<file path="config.mk">
export PLATFORM = sky130hd
export DESIGN_NAME = vram_arbiter
export DESIGN_NICKNAME = d
export VERILOG_FILES = /design/src/rtl/vram_arbiter.sv
export SDC_FILE = /design/constraint.sdc
export NUM_CORES = 1
export LEC_CHECK = 0
export CAP_MARGIN = 5
export CORE_AREA = 2 2 60 118
export CTS_BUF_LIST = sky130_fd_sc_hd__clkbuf_4
export DETAILED_ROUTE_END_ITERATION = 16
export DIE_AREA = 0 0 62 120
export PLACE_DENSITY = 0.65
export SLEW_MARGIN = 20
export SYNTH_ARGS = -nofsm -noshare
export SYNTH_HDL_FRONTEND = slang
export SYNTH_SLANG_ARGS = --single-unit
</file>
<file path="constraint.sdc">
create_clock -name clock -period 2.3 [get_ports clock]
set_input_delay 0.575 -clock clock [delete_from_list [all_inputs] [get_ports clock]]
set_output_delay 0.575 -clock clock [all_outputs]
set_load 0.02 [all_outputs]
</file>
<file path="src/rtl/vram_arbiter.sv">
// rtl/vram_arbiter.sv - single-port video bank RAM arbiter for CRTC fetch, Z80 and cassette loader
// Video always wins its strobe cycle; the loader outranks the CPU until the CPU has lost STARVE_MAX times.
module vram_arbiter #(
    parameter int AW         = 14,
    parameter int STARVE_MAX = 3
) (
    input  logic          clock,
    input  logic          reset,
    input  logic          i_vid_req,
    input  logic [AW-1:0] i_vid_addr,
    output logic [7:0]    o_vid_data,
    output logic          o_vid_valid,
    input  logic          i_cpu_req,
    input  logic          i_cpu_we,
    input  logic [AW-1:0] i_cpu_addr,
    input  logic [7:0]    i_cpu_din,
    output logic [7:0]    o_cpu_dout,
    output logic          o_cpu_ack,
    output logic          o_cpu_wait,
    input  logic          i_ldr_req,
    input  logic [AW-1:0] i_ldr_addr,
    input  logic [7:0]    i_ldr_din,
    output logic          o_ldr_ack,
    output logic          o_mem_ce,
    output logic          o_mem_we,
    output logic [AW-1:0] o_mem_addr,
    output logic [7:0]    o_mem_din,
    input  logic [7:0]    i_mem_dout
);

    localparam int            SW         = (STARVE_MAX < 1) ? 1 : $clog2(STARVE_MAX + 1);
    localparam logic [SW-1:0] STARVE_TOP = SW'(STARVE_MAX);

    typedef enum logic [2:0] {
        TAG_NONE,
        TAG_VID,
        TAG_CPU_RD,
        TAG_CPU_WR,
        TAG_LDR
    } tag_t;

    tag_t          r_tag;
    tag_t          w_grant;
    logic [SW-1:0] r_starve;
    logic [SW-1:0] w_starve_next;
    logic [AW-1:0] r_mem_addr;
    logic [7:0]    r_mem_din;
    logic [7:0]    r_cpu_dout;
    logic          w_cpu_elig;
    logic          w_ldr_elig;
    logic          w_cpu_ahead;
    logic          w_cpu_granted;
    logic [AW-1:0] w_mem_addr;
    logic [7:0]    w_mem_din;

    // A requester whose ack is in flight is locked out for one cycle.
    always_comb begin
        w_cpu_elig  = i_cpu_req && (r_tag != TAG_CPU_RD) && (r_tag != TAG_CPU_WR);
        w_ldr_elig  = i_ldr_req && (r_tag != TAG_LDR);
        w_cpu_ahead = (r_starve == STARVE_TOP);
        w_grant     = TAG_NONE;
        if (!reset) begin
            w_grant = TAG_NONE;
        end else if (i_vid_req) begin
            w_grant = TAG_VID;
        end else if (w_cpu_elig && (w_cpu_ahead || !w_ldr_elig)) begin
            w_grant = i_cpu_we ? TAG_CPU_WR : TAG_CPU_RD;
        end else if (w_ldr_elig) begin
            w_grant = TAG_LDR;
        end
    end

    assign w_cpu_granted = (w_grant == TAG_CPU_RD) || (w_grant == TAG_CPU_WR);

    always_comb begin
        w_starve_next = r_starve;
        if (!i_cpu_req || w_cpu_granted) begin
            w_starve_next = '0;
        end else if (w_cpu_elig && (w_grant == TAG_LDR) && (r_starve != STARVE_TOP)) begin
            w_starve_next = r_starve + SW'(1);
        end
    end

    // Idle cycles replay the last address/data so the RAM pins stay quiet.
    always_comb begin
        w_mem_addr = r_mem_addr;
        w_mem_din  = r_mem_din;
        case (w_grant)
            TAG_VID:    w_mem_addr = i_vid_addr;
            TAG_CPU_RD: w_mem_addr = i_cpu_addr;
            TAG_CPU_WR: begin
                w_mem_addr = i_cpu_addr;
                w_mem_din  = i_cpu_din;
            end
            TAG_LDR: begin
                w_mem_addr = i_ldr_addr;
                w_mem_din  = i_ldr_din;
            end
            default: ;
        endcase
    end

    assign o_mem_ce   = (w_grant != TAG_NONE);
    assign o_mem_we   = (w_grant == TAG_CPU_WR) || (w_grant == TAG_LDR);
    assign o_mem_addr = w_mem_addr;
    assign o_mem_din  = w_mem_din;

    always_ff @(posedge clock or negedge reset) begin
        if (!reset) begin
            r_tag      <= TAG_NONE;
            r_starve   <= '0;
            r_mem_addr <= '0;
            r_mem_din  <= '0;
            r_cpu_dout <= '0;
        end else begin
            r_tag      <= w_grant;
            r_starve   <= w_starve_next;
            r_mem_addr <= w_mem_addr;
            r_mem_din  <= w_mem_din;
            if (r_tag == TAG_CPU_RD) begin
                r_cpu_dout <= i_mem_dout;
            end
        end
    end

    // Return stage: the registered tag says whose data/ack is on the RAM output this cycle.
    assign o_vid_valid = (r_tag == TAG_VID);
    assign o_vid_data  = o_vid_valid ? i_mem_dout : 8'h00;
    assign o_cpu_ack   = (r_tag == TAG_CPU_RD) || (r_tag == TAG_CPU_WR);
    assign o_cpu_dout  = (r_tag == TAG_CPU_RD) ? i_mem_dout : r_cpu_dout;
    assign o_ldr_ack   = (r_tag == TAG_LDR);
    assign o_cpu_wait  = reset && i_cpu_req && !o_cpu_ack;

endmodule
</file>
==> results of run 1 <==
## worst register-to-register path, stage by stage (launching register included)
cell and delay (ps):
dfrtp_1 400, or3b_4 460, o21ai_4 100, buf_6 120, a21oi_4 50, buf_12 150, a22o_1 210, a21o_1 170
buf_4 130, buf_4 120
## state kept, by name, indices dropped and copies added, names as in the netlist
register / flops
r_mem_din: 8
r_cpu_dout: 8
r_starve: 2
r_mem_addr: 14
r_tag: 3
## worst paths after layout
kind	start	endpoint	slack (ps)	cells past startpoint
setup / recovery	r_tag[0]	o_mem_din[6]	-420	8
hold / removal	reset	r_cpu_dout[7]	300	3
setup reg to reg	r_tag[0]	r_mem_din[3]	310	9
hold reg to reg	r_mem_din[1]	r_mem_din[1]	500	1
max in group asynchronous	reset	r_cpu_dout[6]	1590	3
min in group clock	r_mem_din[1]	r_mem_din[1]	500	1
## synthesized netlist by cell type (all sizes together) (2+ instances only)
| cell type | number | area, sq um |
|---|---|---|
| inv | 7 | 26.28 |
| nand2 | 28 | 107.6 |
| o211ai | 2 | 15.01 |
| o21a | 2 | 15.01 |
| buf | 7 | 43.79 |
| a31oi | 2 | 18.77 |
| nor2b | 2 | 12.51 |
| o21ai | 7 | 46.29 |
| a21o | 8 | 60.06 |
| o22ai | 13 | 81.33 |
| clkbuf | 2 | 7.510 |
| mux2 | 8 | 90.09 |
| a22o | 8 | 70.07 |
| and2 | 9 | 56.30 |
| dfrtp | 35 | 875.8 |
| nor2 | 17 | 71.32 |
| a21oi | 15 | 90.09 |
| mux2i | 12 | 120.1 |
## cell families (layout without fill, tap and decap cells)
| family | count (synthesis) | in the layout | share of synthesized area |
|---|---|---|---|
| multiplexers | 20 | 20 | 0.1107 |
| buffers and inverters | 16 | 178 | 0.04085 |
| AND/OR/NAND/NOR | 63 | 64 | 0.1588 |
| other | 0 | 1 | 0 |
| flip-flops | 35 | 35 | 0.4611 |
| AO/OA/AOI/OAI | 60 | 60 | 0.2220 |
| adder cells (fa/ha/maj) | 1 | 1 | 0.006587 |
## report_power, final
| part | leakage (nW) | internal, mW | total, mW | switching, mW |
|---|---|---|---|---|
| clock | 0.0361 | 0.143 | 0.351 | 0.209 |
| sequential | 0.422 | 0.719 | 0.753 | 0.0338 |
| combinational | 1.29 | 0.531 | 0.982 | 0.451 |
| total | 1.75 | 1.39 | 2.09 | 0.693 |
## what timing repair did
item,CTS,global route
resized for setup,214,68
pin swaps,29,8
gates cloned,3,3
setup buffers,11,7
endpoints found under the setup margin,44,41
## per-layer routing
metal | wire length, um | global-route usage
met5 | 0 | 0
met1 | 2344 | 0.1928
met3 | 324 | 0.02263
met4 | 115 | 0.06117
met2 | 4273 | 0.3522
## stage by stage
stage / util / worst slack, ps / hold WS, ps
4_1_cts: 0.5648 / -417.4 / 305.3
2_1_floorplan: - / 36.61 / 279.4
5_1_grt: 0.5808 / -496.7 / 284.8
3_5_place_dp: 0.5190 / -1077 / 459.2
3_3_place_gp: 0.5190 / -1069 / 453.3
6_report: 0.5808 / -415.2 / 298.1
## layout make-up
cell class | count | area, sq um
fill | 605 | 2754
timing repair buffer | 163 | 1554
multi-input combinational | 145 | 1189
sequential | 35 | 875.8
tap | 88 | 110.1
clock buffer | 7 | 52.55
inverter | 7 | 26.28
clock inverter | 1 | 5.005
antenna | 1 | 2.502
==> metrics, run 1 <==
die width=62 um; largest net degree at the start of global routing=30; Clock Root Buffer=clkbuf_4; total chip power=2.086 mW; post-synthesis instance total=195; Post-Synthesis Cell Area=1899 sq um; Hold Vio Cnt, Final=0; Post-DP Area=between 3000 and 4000 sq um; Hold Crit Class=in -> async; Slowest cell on crit path=or3b_4; initial antenna violation count=1; ys async rst share=1.000; Max stage delay on crit path=460 ps; final slew viol count=0; Design Area, Final=3815 sq um; Unique masters post-synth=38; MaxCap Viol Count=0; crit path DAT=2140 ps; H-Tree Depth=2; Antenna Nets Post-Route=0; CP delay by family, top=compound AO/OA/AOI/OAI gates; Crit path top cell by count=buf_6; Detailed Route Iter0 Violations=56; Setup-failing EPs final=32; via/cell ratio=4.745; Yosys warning total=0; RSZ-0062 raised after global routing=true; first-pass GRT wire length=10.34 mm; critical path launch point type=flop; cts hold-fix bufs=0; DP Cell Count=between 400 and 500; GRT Total Usage=0.1855; most frequent cells in the layout=clkdlybuf4s50_1 (67), buf_4 (47), dfrtp_1 (35); final wirelength=roughly 7.1 mm; leading cell type in the layout, fill and taps excluded=clkdlybuf4s50_1; syn_nets=268; Avg Inst Size Synth=9.740 sq um; CP Class=reg -> out; vias post-DR=2,121; clk_skew=4.248 ps; PortBufs=115; post-synthesis sequential area ratio=0.4611; Worst Path Required=1730 ps; violated checks=negative setup slack; global placer's final weighted congestion=0.7997; vias in the first global route=2,196; die area=7440 sq um; half-perimeter wire length after placement=4.928 mm; Pleak=about 1.8 nW; CTS sink count=35; worst vdd rail ir drop=202.4 uV; Post-Layout Cell Count=447; final worst setup slack=-415.2 ps; min Tclk post-route=between 2000 and 3000 ps; power per cell area=546.9 nW/um^2; critical path endpoint category=primary output; Rows=42; Post-synth EDFFs=0; Num CTS Buffers=5; crit-path cells=or3b_4, o21ai_4, buf_6, a21oi_4, buf_12, a22o_1, a21o_1, buf_6; area delta synth->final=100.9%; Achievable Freq=between 300 and 400 MHz; CTS tree=done; total core area=6569 sq um; Bufs and invs on worst path=3; Initial Util=0.2891; setup tns final=-8087 ps; Worst-Skew Late Latency=340 ps; worst slew pin tran=389.6 ps; wire per inst=roughly 16 um; CP Max Fanout=11; Clock transition at path regs=110 ps; gr ovfl total=0; relative slew slack=0.7403; Detailed Routing Iterations Pass 1=4; top_reg_cell synth=dfrtp_1; status=finished, violations left; Clock Path Buffers=2; drt drc=0; fin crit share=1.181; share of layout cells above drive strength 1=0.4190; Synth Register Bits=35; I/O pin total=116; Vert. Die Dim=between 100 and 150 um; final net count=430
Power figures use the tool's default switching activity.
==> inputs of run 2 (changes only) <==
Settings changed: SLEW_MARGIN 20 to 10.
Clock period 2.3 ns to 2.51 ns, I/O delays scaled along.
==> run 2 against run 1 <==
Effect of this change:
- cell area is 3.4% higher
- routed wire length shrank 0.27%
- sequential share of layout area fell by 0.76 points
- power down 2.7%
- non-clock buffer count increased by 7
- the run still ends with negative setup slack left
- critical path depth decreased by 1
- register-to-register slack better by 230 ps
- first-iteration DRC count is 23% lower
- via count rose by 1.9%
- critical endpoint unchanged
- hold slack lost 91 ps
- utilization is 2.0 points higher
- worst setup slack better by 140 ps
==> metrics, run 2 (synthesis results as in run 1) <==
half-perimeter wire length after placement=4.911 mm; Hold Vio Cnt, Final=0; status=finished, violations left; Clock Root Buffer=clkbuf_4; H-Tree Depth=2; CTS sink count=35; Worst-Skew Late Latency=around 350 ps; Reg2Reg Depth=8; Largest Register=r_mem_addr; fin crit share=1.108; worst slew pin tran=450.7 ps; violated checks=negative setup slack; Achievable Freq=359.5 MHz; global placer's final weighted congestion=0.7496; leading cell type in the layout, fill and taps excluded=clkdlybuf4s50_1; max reg flops=14; Design Area, Final=around 3900 sq um; final net count=between 400 and 500; Post-Layout Cell Count=453; Bufs and invs on worst path=2; pre-CTS WS=-965.5 ps; final slew viol count=0; final worst setup slack=-271.8 ps; relative slew slack=0.6995; gr ovfl total=0; worst reg2reg endpoint=r_mem_din[4]; origin of the critical flop-to-flop path=r_tag[2]; I/O pin total=roughly 120; CP Class=reg -> out; vias in the first global route=2,291; Detailed Routing Iterations Pass 1=4; Clock Path Buffers=2; Hold Crit Class=in -> async; most frequent cells in the layout=clkdlybuf4s50_1 (67), buf_4 (44), buf_6 (35), dfrtp_1 (35), nand2_1 (27); Vert. Die Dim=120 um; Slowest cell on crit path=or3b_4; final wirelength=7.038 mm; GRT Total Usage=0.1914; largest net degree at the start of global routing=34; die width=between 60 and 70 um; via/cell ratio=4.773; vias post-DR=roughly 2,200; worst vdd rail ir drop=261.6 uV; Diodes inserted=0; initial antenna violation count=0; Antenna Nets Post-Route=0; Fill cells=~600; total chip power=2.030 mW; setup tns final=-5587 ps; CP delay by family, top=compound AO/OA/AOI/OAI gates; RSZ-0062 raised after global routing=true; Max stage delay on crit path=approximately 460 ps; CTS tree=done; Detailed Route Iter0 Violations=43; critical path endpoint category=primary output; share of layout cells above drive strength 1=0.4247; Core Util, Final=0.6006; Setup-failing EPs final=31; critical path depth in cells=7; die area=7440 sq um; power per cell area=514.5 nW/um^2; area delta synth->final=107.7%; Crit path top cell by count=buf_6; Initial Util=0.2891; CP Max Fanout=11; Worst Path Required=roughly 1900 ps; MaxCap Viol Count=0; Post-DP Area=3395 sq um; Clock transition at path regs=about 120 ps; crit-path cells=or3b_4, o21ai_4, buf_6, a21oi_4, a22o_1, a21o_1, buf_6; Num CTS Buffers=5; Pleak=1.814 nW; WHS=between 200 and 250 ps; wire per inst=15.54 um; R2R setup slack=540 ps; clk_skew=9.369 ps; crit path DAT=2150 ps; critical path launch point type=flop; Rows=42; min Tclk post-route=2782 ps; Largest regs=r_mem_addr (14), r_cpu_dout (8), r_mem_din (8); DP Cell Count=roughly 420; first-pass GRT wire length=10.70 mm; total core area=6569 sq um; drt drc=0; PortBufs=115; cts hold-fix bufs=0
## run 2: area by class of cell
| class | count | area, sq um | area share |
|---|---|---|---|
| clock inverter | 3 | 43.79 | 0.01110 |
| clock buffer | 5 | 37.54 | 0.009515 |
| timing repair buffer | 170 | 1663 | 0.4215 |
| tap | 88 | 110.1 | 0.02791 |
| inverter | 7 | 26.28 | 0.006660 |
| sequential | 35 | 875.8 | 0.2220 |
| multi-input combinational | 145 | 1189 | 0.3013 |
## run 2: timing repair
action / CTS / global route
endpoints found under the setup margin: 43 / 33
gates resized for setup: 203 / 82
buffers inserted: 14 / 12
pin swaps: 17 / 15
cloned: 2 / 1
## run 2: where the power goes
group,internal [mW],switching (mW)
clock,0.210,0.214
combinational,0.508,0.409
sequential,0.659,0.0302
## run 2: worst max path at each step
stage,from,end
global placement,i_cpu_req,o_mem_addr[12]
detailed placement,i_ldr_req,o_mem_din[0]
floorplan,r_tag[2],o_mem_addr[0]
global route,r_starve[0],o_mem_din[3]
CTS,r_tag[1],o_mem_din[1]
finish,r_tag[2],o_mem_din[6]
## run 2: per-layer routing
layer	track usage	routed length, um
met1	0.1875	2369
met2	0.3737	4247
met3	0.02802	338
met4	0.05851	83
met5	0	0
## run 2: worst register-to-register path, delay by kind of cell, from the launching register on
family	cells	cell delay [ps]
flops	1	410
compound gates	4	620
buf+inv	3	390
simple gates	1	460
